===== src/rtl/fetch_pkg.sv =====
// Shared constants and FSM state type for the instruction fetch unit.
// Build option: FETCH_HALT_EN adds the HALT state (and the halted port on fetch_unit).
package fetch_pkg;

  localparam logic [31:0] NOP_INSTR  = 32'h0000_0000;
  localparam logic [31:0] HALT_INSTR = 32'hFFFF_FFFF;

  localparam int DEF_ADDR_W = 10;
  localparam int DEF_DEPTH  = 4;

`ifdef FETCH_HALT_EN
  typedef enum logic [1:0] {
    IDLE = 2'd0,
    RUN  = 2'd1,
    HALT = 2'd2
  } fetch_state_e;
`else
  typedef enum logic [1:0] {
    IDLE = 2'd0,
    RUN  = 2'd1
  } fetch_state_e;
`endif

  // Width of an occupancy counter that must be able to hold the value depth itself
  function automatic int count_width(input int depth);
    return $clog2(depth) + 1;
  endfunction

endpackage


===== src/rtl/fetch_fifo.sv =====
// Small circular instruction buffer with synchronous push, pop and flush.
// Flush wins over push/pop; push into a full buffer is only accepted with a same-cycle pop.
module fetch_fifo
  import fetch_pkg::*;
#(
  parameter int DEPTH = DEF_DEPTH,
  parameter int WIDTH = 32,
  localparam int PTR_W = $clog2(DEPTH),
  localparam int CNT_W = count_width(DEPTH)
) (
  input  logic             clk,
  input  logic             rst,
  input  logic             push,
  input  logic [WIDTH-1:0] push_data,
  input  logic             pop,
  input  logic             flush,
  output logic [WIDTH-1:0] head_data,
  output logic [CNT_W-1:0] count
);

  localparam logic [CNT_W-1:0] FULL = CNT_W'(DEPTH);

  logic [WIDTH-1:0] mem_q [DEPTH];
  logic [WIDTH-1:0] mem_d [DEPTH];
  logic [PTR_W-1:0] rd_ptr_q, rd_ptr_d;
  logic [PTR_W-1:0] wr_ptr_q, wr_ptr_d;
  logic [CNT_W-1:0] count_q, count_d;
  logic             do_push;
  logic             do_pop;

  assign head_data = mem_q[rd_ptr_q];
  assign count     = count_q;

  // Next pointers, occupancy and storage contents from the push/pop/flush requests
  always_comb begin
    mem_d    = mem_q;
    rd_ptr_d = rd_ptr_q;
    wr_ptr_d = wr_ptr_q;
    count_d  = count_q;
    do_pop   = pop && (count_q != '0);
    do_push  = push && ((count_q != FULL) || do_pop);
    if (flush) begin
      rd_ptr_d = '0;
      wr_ptr_d = '0;
      count_d  = '0;
    end else begin
      if (do_push) begin
        mem_d[wr_ptr_q] = push_data;
        wr_ptr_d        = wr_ptr_q + PTR_W'(1);
      end
      if (do_pop) begin
        rd_ptr_d = rd_ptr_q + PTR_W'(1);
      end
      case ({do_push, do_pop})
        2'b10:   count_d = count_q + CNT_W'(1);
        2'b01:   count_d = count_q - CNT_W'(1);
        default: count_d = count_q;
      endcase
    end
  end

  // Pointer and count registers; reset empties the buffer
  always_ff @(posedge clk) begin
    if (!rst) begin
      rd_ptr_q <= '0;
      wr_ptr_q <= '0;
      count_q  <= '0;
    end else begin
      rd_ptr_q <= rd_ptr_d;
      wr_ptr_q <= wr_ptr_d;
      count_q  <= count_d;
    end
  end

  // Entry storage; contents are don't-care while count says they are not live
  always_ff @(posedge clk) begin
    mem_q <= mem_d;
  end

endmodule


===== src/rtl/fetch_unit.sv =====
// Instruction fetch unit: PC sequencing, one-cycle-latency memory requests,
// buffering of returned words and presentation of the buffer head to decode.
// Build option: FETCH_HALT_EN stops fetching after an all-ones word and adds the halted port.
module fetch_unit
  import fetch_pkg::*;
#(
  parameter int ADDR_W = DEF_ADDR_W,
  parameter int DEPTH  = DEF_DEPTH
) (
  input  logic              clk,
  input  logic              rst,
  output logic              imem_req,
  output logic [ADDR_W-1:0] imem_addr,
  input  logic [31:0]       imem_data,
  input  logic              stall,
  input  logic              redirect_valid,
  input  logic [ADDR_W-1:0] redirect_pc,
  output logic [31:0]       instruction,
  output logic              instr_valid,
  output logic [ADDR_W-1:0] instr_pc
`ifdef FETCH_HALT_EN
  ,
  output logic              halted
`endif
);

  localparam int CNT_W   = count_width(DEPTH);
  localparam int ENTRY_W = ADDR_W + 32;
  localparam logic [CNT_W:0] DEPTH_OCC = (CNT_W + 1)'(DEPTH);

  fetch_state_e      state_q, state_d;
  logic [ADDR_W-1:0] pc_q, pc_d;
  logic              inflight_q, inflight_d;
  logic [ADDR_W-1:0] inflight_pc_q, inflight_pc_d;
  logic [ADDR_W-1:0] last_pc_q, last_pc_d;

  logic              fifo_push;
  logic              fifo_pop;
  logic              fifo_flush;
  logic [ENTRY_W-1:0] head_entry;
  logic [CNT_W-1:0]  fifo_count;
  logic              fifo_empty;
  logic [CNT_W:0]    occupancy;
  logic [ADDR_W-1:0] head_pc;
  logic [31:0]       head_word;

  assign fifo_empty = (fifo_count == '0);
  assign occupancy  = {1'b0, fifo_count} + {{CNT_W{1'b0}}, inflight_q};
  assign head_word  = head_entry[31:0];
  assign head_pc    = head_entry[ENTRY_W-1:32];
  assign imem_addr  = pc_q;

`ifdef FETCH_HALT_EN
  assign halted = (state_q == HALT);
`endif

  // Each buffer entry carries the returned word tagged with the address it was fetched from
  fetch_fifo #(
    .DEPTH (DEPTH),
    .WIDTH (ENTRY_W)
  ) u_fifo (
    .clk       (clk),
    .rst       (rst),
    .push      (fifo_push),
    .push_data ({inflight_pc_q, imem_data}),
    .pop       (fifo_pop),
    .flush     (fifo_flush),
    .head_data (head_entry),
    .count     (fifo_count)
  );

  // Decode-side view: buffer head when available, otherwise a NOP bubble at the last shown PC
  always_comb begin
    instruction = NOP_INSTR;
    instr_valid = 1'b0;
    instr_pc    = last_pc_q;
    if (!fifo_empty) begin
      instruction = head_word;
      instr_valid = 1'b1;
      instr_pc    = head_pc;
    end
  end

  // Request issue, buffer control and next PC/state; a redirect overrides everything else
  always_comb begin
    state_d       = state_q;
    pc_d          = pc_q;
    inflight_d    = 1'b0;
    inflight_pc_d = inflight_pc_q;
    last_pc_d     = fifo_empty ? last_pc_q : head_pc;
    imem_req      = 1'b0;
    fifo_push     = inflight_q && !redirect_valid;
    fifo_pop      = !fifo_empty && !stall && !redirect_valid;
    fifo_flush    = redirect_valid;

    case (state_q)
      IDLE: state_d = RUN;
      RUN: begin
        if (rst && !redirect_valid && (occupancy < DEPTH_OCC)) begin
          imem_req = 1'b1;
        end
      end
`ifdef FETCH_HALT_EN
      HALT: state_d = HALT;
`endif
      default: state_d = IDLE;
    endcase

    if (imem_req) begin
      pc_d          = pc_q + ADDR_W'(1);
      inflight_d    = 1'b1;
      inflight_pc_d = pc_q;
    end

`ifdef FETCH_HALT_EN
    if (fifo_push && (imem_data == HALT_INSTR)) begin
      state_d = HALT;
    end
`endif

    if (redirect_valid) begin
      pc_d = redirect_pc;
`ifdef FETCH_HALT_EN
      if (state_q == HALT) begin
        state_d = RUN;
      end
`endif
    end
  end

  // State registers; reset drops any in-flight response and returns to IDLE at PC 0
  always_ff @(posedge clk) begin
    if (!rst) begin
      state_q       <= IDLE;
      pc_q          <= '0;
      inflight_q    <= 1'b0;
      inflight_pc_q <= '0;
      last_pc_q     <= '0;
    end else begin
      state_q       <= state_d;
      pc_q          <= pc_d;
      inflight_q    <= inflight_d;
      inflight_pc_q <= inflight_pc_d;
      last_pc_q     <= last_pc_d;
    end
  end

endmodule


===== config.mk =====
export PLATFORM = sky130hd
export DESIGN_NAME = fetch_unit
export DESIGN_NICKNAME = d
export VERILOG_FILES = /design/src/rtl/fetch_pkg.sv /design/src/rtl/fetch_fifo.sv /design/src/rtl/fetch_unit.sv
export SDC_FILE = /design/constraint.sdc
export NUM_CORES = 1
export LEC_CHECK = 0
export ABC_AREA = 1
export CAP_MARGIN = 0
export CORE_ASPECT_RATIO = 0.6
export CORE_MARGIN = 5
export CORE_UTILIZATION = 33
export CTS_CLUSTER_SIZE = 40
export DETAILED_ROUTE_END_ITERATION = 8
export GPL_TIMING_DRIVEN = 0
export PLACE_DENSITY = 0.52
export RECOVER_POWER = 25
export SYNTH_ARGS = -nofsm -noshare
export SYNTH_HDL_FRONTEND = slang
export SYNTH_SLANG_ARGS = --single-unit

===== constraint.sdc =====
create_clock -name clk -period 4.8 [get_ports clk]
set_input_delay 1.2 -clock clk [delete_from_list [all_inputs] [get_ports clk]]
set_output_delay 1.2 -clock clk [all_outputs]
set_load 0.1 [all_outputs]

==> results of run 1 <==
==> report_power, final <==
group          internal [mW]  total [mW]  leakage, nW  switching [mW]
clock                  0.808        1.44        0.285           0.637
sequential              1.95        1.97         1.88          0.0143
combinational         0.0753       0.255         1.57           0.180
==> how the worst max path moves through the flow <==
stage	start	end	slack (ns)
2_1_floorplan	redirect_valid	u_fifo.mem_q[0]	1.10
3_3_place_gp	redirect_valid	u_fifo.mem_q[7]	-1.19
3_5_place_dp	redirect_valid	imem_req	0.05
4_1_cts	redirect_valid	imem_req	0.05
5_1_grt	u_fifo.rd_ptr_q[0]	instruction[2]	0.17
6_report	u_fifo.rd_ptr_q[0]	instruction[2]	0.31
==> area by class of cell <==
| cell class | instances | area (um^2) |
|---|---|---|
| Inverter | 32 | 123 |
| Sequential cell | 207 | 5830 |
| Timing Repair Buffer | 102 | 1090 |
| Clock buffer | 30 | 559 |
| Tap cell | 329 | 412 |
| Fill cell | 2426 | 14700 |
| Buffer | 41 | 218 |
| Multi-Input combinational cell | 475 | 2210 |
| Clock inverter | 5 | 26.3 |
==> worst max-delay path: stages, from the launching register on <==
cell and delay, ns:
dfxtp_1 0.29, buf_2 0.16, inv_2 0.08, buf_4 0.18
clkbuf_1 0.41, o21ai_0 0.17, a21oi_1 0.30, clkdlybuf4s50_1 1.20
==> cell families after synthesis <==
family | Yosys count
and+or+nand+nor | 289
DFF | 207
AOI/OAI and AO/OA | 179
buffers and inverters | 73
adders and majority gates | 7
==> flip-flops by register name, summed over array words and instances (netlist names) <==
signal / count
u_fifo.mem_q: 168
imem_addr: 10
inflight_pc_q: 10
last_pc_q: 10
u_fifo.count: 3
u_fifo.rd_ptr_q: 2
u_fifo.wr_ptr_q: 2
inflight_q: 1
state_q: 1
==> cell usage in the layout (no fill, tap or decap), types with 5 or more instances in the layout <==
master | synthesis | final
a21oi_1 | 64 | 64
buf_2 | 15 | 15
buf_6 | 6 | 5
clkbuf_1 | 15 | 25
clkbuf_16 | 0 | 21
clkdlybuf4s50_1 | 0 | 80
dfxtp_1 | 39 | 39
dlygate4sd3_1 | 0 | 17
edfxtp_1 | 168 | 168
ha_1 | 6 | 6
inv_1 | 28 | 28
nand2_1 | 80 | 80
nand3_1 | 14 | 14
nor2_1 | 185 | 181
nor2_4 | 1 | 5
o21ai_0 | 105 | 105
o21ai_1 | 6 | 6
==> layer usage <==
layer | track usage [%] | share of wire, % | vias to the layer above
li1 | - | - | 2845
met1 | 22.5 | 52 | 2718
met2 | 20.2 | 41 | 120
met3 | 3.29 | 5.7 | 27
met4 | 2.45 | 1.5 | 4
met5 | 0 | 0.10 | -
==> repair_timing <==
item / 4_1_cts / 5_1_grt
setup endpoints to repair: 0 / 1
buffers inserted: 0 / 0
gates resized for setup: 0 / 1
==> results.md, run 1 <==
- Clock Sink Count: 207
- Synth Area in Adders: 1.14%
- Gate Count Post-Synth: 755
- Syn nets: 808
- Setup TNS Final: 0 ns
- Worst-margin pin slew: 1.02 ns
- DRT antenna net count: 0
- Setup slack at placement: 0.0541 ns
- Clock slew at reported path FFs: 0.06 ns
- Root buffer cell: clkbuf_16
- CP Capture Type: output pin
- CTS max path bufs: 3
- Area Growth Syn to Fin: 25.2%
- P_leak: 3.73 nW
- Reg-to-reg endpoint: u_fifo.mem_q[7]
- WS Path Type: register to output pin
- Seq/Total Area, Yosys: 69.8%
- Synth top area share: 60.4%
- Layout Skew: 0.0147 ns
- Worst hold stages: 2
- Mapped Area: 0.00835 mm^2
- Synth Area in Compound Gates: 10.9%
- Async SR Flop Fraction: 0%
- Dpl hpwl: 13,900 um
- Status: finished, final reports clean
- Initial Util: 33.3%
- Die width: 215 um
- VDD IR max: 0.196 mV
- Cell area after layout: 0.0105 mm^2
- Final Util: 41.6%
- Share of cells above drive strength 1: 7.40%
- Most common cell in the netlist: nor2_1
- # port buffers: 98
- Synth warnings: 0
- Gr ovfl total: 0
- CP required: 3.60 ns
- Fin. Hold Viols: 0
- Routed WL per cell: 17.1 um
- CTS buffer count: 21
- Tot GR Track Use: 14.3%
- FF-to-FF path depth: 5
- Worst-Skew Late Latency: 0.50 ns
- GPL Wtd Cong: 0.827
- Pin count of the biggest net entering global routing: 27
- Mux contribution to synthesized area: 0%
- Ant diodes: 0
- Inst Count DP: 1,186
- Post-synth cell types: 30
- Rows: 45
- # DRC: 0
- Min Tclk post-route: 4.49 ns
- Synth top area cells: edfxtp_1, dfxtp_1, nor2_1
- Slew Limit Fails: 0
- Htree depth: 1
- Area after DPL: 0.00988 mm^2
- Top_reg_cell synth: edfxtp_1
- CP Launch Type: register
- Final std cells w/o fill: 1,221
- Xor/xnor cell area share of the yosys netlist: 0%
- Synth area leader: edfxtp_1
- Setup violators final: 0
- Number of vias in the routed layout: 5,714
- Tot Pwr: 3.67 mW
- Post-Synth Simple-Gate Area: 14.1%
- Tightest Hold Check Type: register to register
- Tcrit/Tclk final: 93.6%
- CTS tree: yes
- Post-CTS Hold Buffers: 0
- Fin nets: 933
- Post-synth EDFFs: 168
- Largest family of logic cells by synthesized area: simple AND/OR/NAND/NOR gates
- Initial antenna violation count: 2
- First-pass GRT wire length: 32,400 um
- RSZ-0062 raised after global routing: no
- Avg Inst Size Synth: 11.1 um^2
- PwrDens: 351 mW/mm^2
- Worst Hold End: last_pc_q[4]
- Final worst-path setup slack: 0.308 ns
- First-pass DRT Iterations: 5
- WHS: 0.471 ns
- Critical Path Fanout Max: 10
- Core area: 0.0251 mm^2
- Via-per-instance ratio: 4.68
- Die ar.: 0.0287 mm^2
- WL final: 20,800 um
- Hold Path Origin: last_pc_q[4]
- Peak Freq: 223 MHz
- Slew HR: 31.6%
- R2r setup slk: 2.65 ns
- Iteration-0 DRC Markers: 376
- R2r startpoint: u_fifo.count[1]
- Post-synth top cells: nor2_1, edfxtp_1, o21ai_0
- Vias in the first global route: 5,538
- Max-Cap Viols: 0
- # IOs: 100
- Post-synthesis register bit count: 207
- Die Y: 133 um
- Crit path arrival time: 3.29 ns
Note: power is estimated with default switching activity, not from simulation.
==> run 2: changes to the inputs <==
--- a/config.mk
+++ b/config.mk
@@ -10,6 +10,7 @@
 export CORE_ASPECT_RATIO = 0.6
 export CORE_MARGIN = 5
 export CORE_UTILIZATION = 33
+export CTS_CLUSTER_DIAMETER = 200
 export CTS_CLUSTER_SIZE = 40
 export DETAILED_ROUTE_END_ITERATION = 8
 export GPL_TIMING_DRIVEN = 0
==> run 2 against run 1 <==
  * Wire length fell by 2.0%
  * Worst hold slack better by 0.0089 ns
  * Global-route usage down 0.24 points
  * Die area unchanged
  * Fmax hardly changed
  * Flip-flop and latch count is the same
  * Worst setup slack gained 0.0027 ns
  * Core utilization fell by 1.3 points
  * Combinational power hardly changed
  * Critical path depth stayed put
  * Largest cell class unchanged
==> results.md, run 2 (same netlist as run 1, synthesis figures left out) <==
- Multi-input logic area: 0.00221 mm^2 (unchanged)
- Status: finished, final reports clean
- Commonest cells after routing, fill and taps aside: nor2_1, edfxtp_1, o21ai_0
- Worst-margin pin slew: 1.02 ns (-0.00594 ns)
- Seq. cell area: 0.00583 mm^2 (unchanged)
- Fin. Hold Viols: 0 (unchanged)
- Die width: 215 um (unchanged)
- Routed WL per cell: 17.0 um (-0.17%)
- # port buffers: 98 (unchanged)
- Tightest Hold Check Type: register to register
- Setup violators final: 0 (unchanged)
- Die Y: 133 um (unchanged)
- CTS buffer count: 9 (-57%)
- Tot GR Track Use: 14.0% (-0.24 points)
- Initial Util: 33.3% (unchanged)
- Largest reg by FF count: u_fifo.mem_q
- PwrDens: 308 mW/mm^2 (-12%)
- GPL Wtd Cong: 0.827 (unchanged)
- Ant diodes: 0 (unchanged)
- Slowest CP cell: clkdlybuf4s50_1
- Cts repair resizes: 0 (unchanged)
- Share of cells above drive strength 1: 5.98% (-1.4 points)
- Layout Skew: 0.0550 ns (+0.0403 ns)
- First-pass DRT Iterations: 8 (+3)
- # fillers: 2,448 (+0.91%)
- Clock Sink Count: 207 (unchanged)
- Iteration-0 DRC Markers: 466 (+24%)
- Vias in the first global route: 5,415 (-2.2%)
- Min Tclk post-route: 4.49 ns (-0.00265 ns)
- WS Path Type: register to output pin
- Setup Fix Bufs, Post-CTS: 0 (unchanged)
- Initial antenna violation count: 2 (unchanged)
- Peak Freq: 223 MHz (about the same)
- Worst-Skew Late Latency: 0.48 ns (-0.02 ns)
- CTS max path bufs: 3 (unchanged)
- Crit path arrival time: 3.29 ns (about the same)
- First-pass GRT wire length: 31,900 um (-1.6%)
- Commonest non-fill, non-tap cell in the layout: nor2_1
- Slew HR: 32.0% (+0.40 points)
- RSZ-0062 raised after global routing: no
- Final Util: 40.4% (-1.3 points)
- CP required: 3.60 ns (about the same)
- P_leak: 3.57 nW (-4.3%)
- Max-Cap Viols: 0 (unchanged)
- Largest register FFs: 168 (unchanged)
- CTS tree: yes
- CP Launch Type: register
- CP Capture Type: output pin
- Final worst-path setup slack: 0.311 ns (+0.00265 ns)
- # IOs: 100 (unchanged)
- Buf+Inv Stages, Crit Path: 5 (unchanged)
- WL final: 20,400 um (-2.0%)
- Tot Pwr: 3.13 mW (-15%)
- Root buffer cell: clkbuf_16
- CP peak stage delay: 1.20 ns (about the same)
- Tcrit/Tclk final: 93.5% (about the same)
- Crit-path cells: buf_2 -> inv_2 -> buf_4 -> clkbuf_1 -> o21ai_0 -> a21oi_1 -> clkdlybuf4s50_1
- Via-per-instance ratio: 4.69 (+0.23%)
- Dpl hpwl: 13,900 um (unchanged)
- Htree depth: 1 (unchanged)
- Rows: 45 (unchanged)
- Slew Limit Fails: 0 (unchanged)
- Critical Path Fanout Max: 10 (unchanged)
- # DRC: 0 (unchanged)
- Number of vias in the routed layout: 5,624 (-1.6%)
- Pin count of the biggest net entering global routing: 42 (+56%)
- VDD IR max: 0.210 mV (+7.3%)
- Die ar.: 0.0287 mm^2 (unchanged)
- Top delay family on crit path: buffers and inverters
- Gr ovfl total: 0 (unchanged)
- Clock slew at reported path FFs: 0.14 ns (+0.08 ns)
- Area Growth Syn to Fin: 21.4%
- WHS: 0.480 ns (+0.00885 ns)
- Post-CTS Hold Buffers: 0 (unchanged)
- Setup slack at placement: 0.0541 ns (unchanged)
- Core area: 0.0251 mm^2 (unchanged)
- Fin nets: 921 (-1.3%)
- DRT antenna net count: 0 (unchanged)
run 2: cell count changes in the layout (fill, tap and decap cells not counted), sizes merged:
cell           previous run  this run
clkbuf                   46        28
clkdlybuf4s50            80        79
clkinv                    5         2
dlygate4sd3              17        18
inv                      32        31
run 2: per-layer routing:
layer / up-vias / part of all wire (%) / GRT usage (%)
met4: 4 / 1.0 / 1.74
met3: 16 / 5.4 / 2.82
met2: 115 / 42 / 20.2
met1: 2688 / 52 / 22.4
met5: - / 0.10 / 0
li1: 2801 / - / -
run 2: cell type report:
cell class / count / area share [%]
buffer: 41 / 2.15
tap: 329 / 4.06
sequential: 207 / 57.5
timing repair buffer: 102 / 10.7
multi-input combinational: 475 / 21.8
clock buffer: 12 / 2.33
clock inverter: 1 / 0.296
inverter: 32 / 1.21
run 2: worst reg2reg max path, stage by stage (launching register included):
cell and delay, ns:
dfxtp_1 0.42, nor2_1 0.08, nand3_1 0.08, nand3_2 0.26, nor2_4 0.81, buf_16 0.25
run 2: worst paths after layout:
| check | from | endpoint | slack [ns] | cells after the start |
|---|---|---|---|---|
| setup reg to reg | u_fifo.count[1] | u_fifo.mem_q[3] | 2.61 | 5 |
| setup / recovery | u_fifo.rd_ptr_q[0] | instruction[2] | 0.31 | 7 |
| hold / removal | last_pc_q[4] | last_pc_q[4] | 0.48 | 2 |
| hold reg to reg | last_pc_q[4] | last_pc_q[4] | 0.48 | 2 |
run 2: report_power, final:
| group | switching, mW | total [mW] | internal [mW] |
|---|---|---|---|
| registers | 0.0142 | 1.97 | 1.95 |
| logic | 0.180 | 0.255 | 0.0751 |
| clock network | 0.542 | 0.905 | 0.364 |
| total | 0.736 | 3.13 | 2.39 |
run 2: per-stage QoR:
step	area, um^2	cells	setup TNS, ns
after floorplan	8350	755	0
after detailed placement	9880	1186	0
after global placement	9740	1182	-190.29
final	10100	1199	0
after global routing	10100	1199	0
after CTS	10100	1199	0
==> run 3: changes to the inputs <==
--- a/config.mk
+++ b/config.mk
@@ -14,7 +14,7 @@
 export CTS_CLUSTER_SIZE = 40
 export DETAILED_ROUTE_END_ITERATION = 8
 export GPL_TIMING_DRIVEN = 0
-export PLACE_DENSITY = 0.52
+export PLACE_DENSITY = 0.54
 export RECOVER_POWER = 25
 export SYNTH_ARGS = -nofsm -noshare
 export SYNTH_HDL_FRONTEND = slang
==> constraint.sdc (replaced) <==
create_clock -name clk -period 4 [get_ports clk]
set_input_delay 1 -clock clk [delete_from_list [all_inputs] [get_ports clk]]
set_output_delay 1 -clock clk [all_outputs]
set_load 0.1 [all_outputs]
==> run 3 against run 2 <==
  * Clock skew barely moved
  * Critical path depth did not move
  * Critical path type unchanged
  * Largest power group unchanged
  * Register-to-register slack got worse by 0.83 ns
  * Sequential power rose by 20%
  * Non-clock buffer count did not move
  * Clock-buffer cell count did not move
  * Flip-flop and latch count did not move
==> results.md, run 3 (same netlist as run 1, synthesis figures left out) <==
- Status: finished, final reports clean
- Iteration-0 DRC Markers: 476 (+2.1%)
- Top layer in use: met5
- R2r startpoint: u_fifo.count[1]
- Setup violators final: 0 (unchanged)
- Root buffer cell: clkbuf_16
- Critical Path Fanout Max: 10 (unchanged)
- Hold Path Origin: inflight_pc_q[7]
- First-pass GRT wire length: 32,300 um (+1.2%)
- Crit path arrival time: 2.85 ns (-0.44 ns)
- Worst-Skew Late Latency: 0.49 ns (about the same)
- Clock slew at reported path FFs: 0.14 ns (about the same)
- Worst Hold End: u_fifo.mem_q[123]
- Sw Share: 23.6% (+0.025 points)
- NetSw: 0.882 mW (+20%)
- Final Util: 39.9% (-0.44 points)
- FF-to-FF path depth: 5 (unchanged)
- Slowest CP cell: clkdlybuf4s15_1
- # fillers: 2,473 (+1.0%)
- Met2 wire length: 8490 um (+0.21%)
- # port buffers: 98 (unchanged)
- CTS max path bufs: 3 (unchanged)
- Clock power share: 29.0% (about the same)
- Reg-to-reg endpoint: u_fifo.mem_q[1]
- CTS tree: yes
- P_leak: 3.69 nW (+3.4%)
- Slew HR: 34.9% (+2.9 points)
- Fin. Hold Viols: 0 (unchanged)
- Final worst-path setup slack: 0.147 ns (-0.164 ns)
- # DRC: 0 (unchanged)
- Die ar.: 0.0287 mm^2 (unchanged)
- Commonest non-fill, non-tap cell in the layout: nor2_1
- RSZ-0062 raised after global routing: no
- Setup slack at placement: -0.350 ns (-0.404 ns)
- Via-per-instance ratio: 4.75 (+1.3%)
- Die width: 215 um (unchanged)
- Inst Count DP: 1,186 (unchanged)
- Fin nets: 921 (unchanged)
- Tightest Hold Check Type: register to register
- Layout Skew: 0.0554 ns (+0.000417 ns)
- Number of vias in the routed layout: 5,699 (+1.3%)
- WS Path Type: register to output pin
- Area after DPL: 0.00987 mm^2 (about the same)
- Peak Freq: 260 MHz
- Gr ovfl total: 0 (unchanged)
- First-pass DRT Iterations: 7 (-1)
- Share of cells above drive strength 1: 9.31% (+3.3 points)
- # IOs: 100 (unchanged)
- Htree depth: 1 (unchanged)
- Commonest cells after routing, fill and taps aside: nor2_1, edfxtp_1, o21ai_0
- Cell area after layout: 0.0100 mm^2 (-1.1%)
- Routed WL per cell: 17.4 um (+2.1%)
- Largest register FFs: 168 (unchanged)
- Crit-path cells: buf_2 -> inv_2 -> buf_4 -> clkbuf_1 -> o21ai_0 -> a21oi_1 -> clkdlybuf4s15_1
- Comb pwr share: 8.0% (-0.2 points)
- Worst-margin pin slew: 0.974 ns (-0.0426 ns)
- Min Tclk post-route: 3.85 ns
- Area Growth Syn to Fin: 20.1%
- Slew Limit Fails: 0 (unchanged)
- CP peak stage delay: 0.86 ns (-0.34 ns)
- CP required: 3.00 ns (-0.60 ns)
- Initial Util: 33.3% (unchanged)
- Max-Cap Viols: 0 (unchanged)
- Clock Sink Count: 207 (unchanged)
- Wl on met1: 10,900 um (+2.4%)
- DRT antenna net count: 0 (unchanged)
- Ant diodes: 0 (unchanged)
- Tcrit/Tclk final: 96.3%
- Vias in the first global route: 5,384 (-0.57%)
- CTS buffer count: 9 (unchanged)
- Die Y: 133 um (unchanged)
- Int Power: 2.86 mW (+20%)
- Core area: 0.0251 mm^2 (unchanged)
- Met3 routed WL: 1310 um (+19%)
- Final std cells w/o fill: 1,199 (unchanged)
- Tot GR Track Use: 14.2% (+0.17 points)
- Dpl hpwl: 14,200 um (+1.7%)
- Initial antenna violation count: 2 (unchanged)
- GPL Wtd Cong: 0.833 (+0.71%)
- Rows: 45 (unchanged)
- Largest reg by FF count: u_fifo.mem_q
- CP Launch Type: register
- R2r setup slk: 1.78 ns (-0.83 ns)
- Seq pwr share: 63.0% (about the same)
- CP Capture Type: output pin
- Pin count of the biggest net entering global routing: 42 (unchanged)
- WL final: 20,900 um (+2.1%)
- Setup Fix Bufs, Post-CTS: 0 (unchanged)
- PwrDens: 374 mW/mm^2 (+21%)
- VDD IR max: 0.226 mV (+7.5%)
- Worst hold stages: 0 (-2)
==> run 3: worst max path at each step <==
stage | cells past startpoint | slack (ns) | end | start
after floorplan | 3 | 0.50 | u_fifo.mem_q[0] | redirect_valid
after global placement | 4 | -1.88 | u_fifo.mem_q[9] | redirect_valid
after detailed placement | 6 | -0.35 | imem_req | redirect_valid
after CTS | 7 | 0.001 | instruction[17] | u_fifo.rd_ptr_q[0]
after global routing | 7 | 0.00007 | instruction[30] | u_fifo.rd_ptr_q[0]
final | 7 | 0.15 | instruction[25] | u_fifo.rd_ptr_q[0]
==> run 3: cell type report <==
class / instances / area (um^2) / area share (%)
Buffer: 41 / 218 / 2.17
Clock buffer: 12 / 236 / 2.36
Clock inverter: 1 / 30.0 / 0.300
Inverter: 32 / 123 / 1.22
Multi-Input combinational cell: 475 / 2210 / 22.0
Sequential cell: 207 / 5830 / 58.1
Tap cell: 329 / 412 / 4.11
Timing Repair Buffer: 102 / 975 / 9.72
==> run 3: worst max-delay path, delay by kind of cell (launching register included) <==
kind | cells | cell delay [ns]
buffers and inverters | 5 | 1.69
AO/OA/AOI/OAI | 2 | 0.37
flip-flops | 1 | 0.32
==> run 3: through the flow <==
stage | total power [mW] | hold WS, ns | TNS, ns
3_5_place_dp | 2.72 | 0.464 | -0.350
6_report | 3.74 | 0.473 | 0
4_1_cts | 3.79 | 0.476 | 0
5_1_grt | 3.88 | 0.482 | 0
2_1_floorplan | 2.59 | 0.451 | 0
3_3_place_gp | 2.72 | 0.460 | -292.56
==> run 3: per-layer routing <==
metal / vias up / GRT usage [%]
li1: 2808 / -
met1: 2724 / 22.9
met2: 149 / 20.2
met3: 14 / 2.93
met4: 4 / 1.49
met5: - / 0
==> run 3: power groups by stage <==
stage | combinational [mW] | sequential (mW) | clock, mW
after global routing | 0.320 | 2.36 | 1.20
after CTS | 0.308 | 2.36 | 1.12
final | 0.299 | 2.36 | 1.09
after floorplan | 0.146 | 2.45 | 0
after detailed placement | 0.312 | 2.41 | 0
after global placement | 0.308 | 2.41 | 0
==> run 3: timing repair <==
action                     in CTS  in global routing
gates resized for setup        54                 49
setup endpoints to repair      39                 28
hold buffers                    0                  0
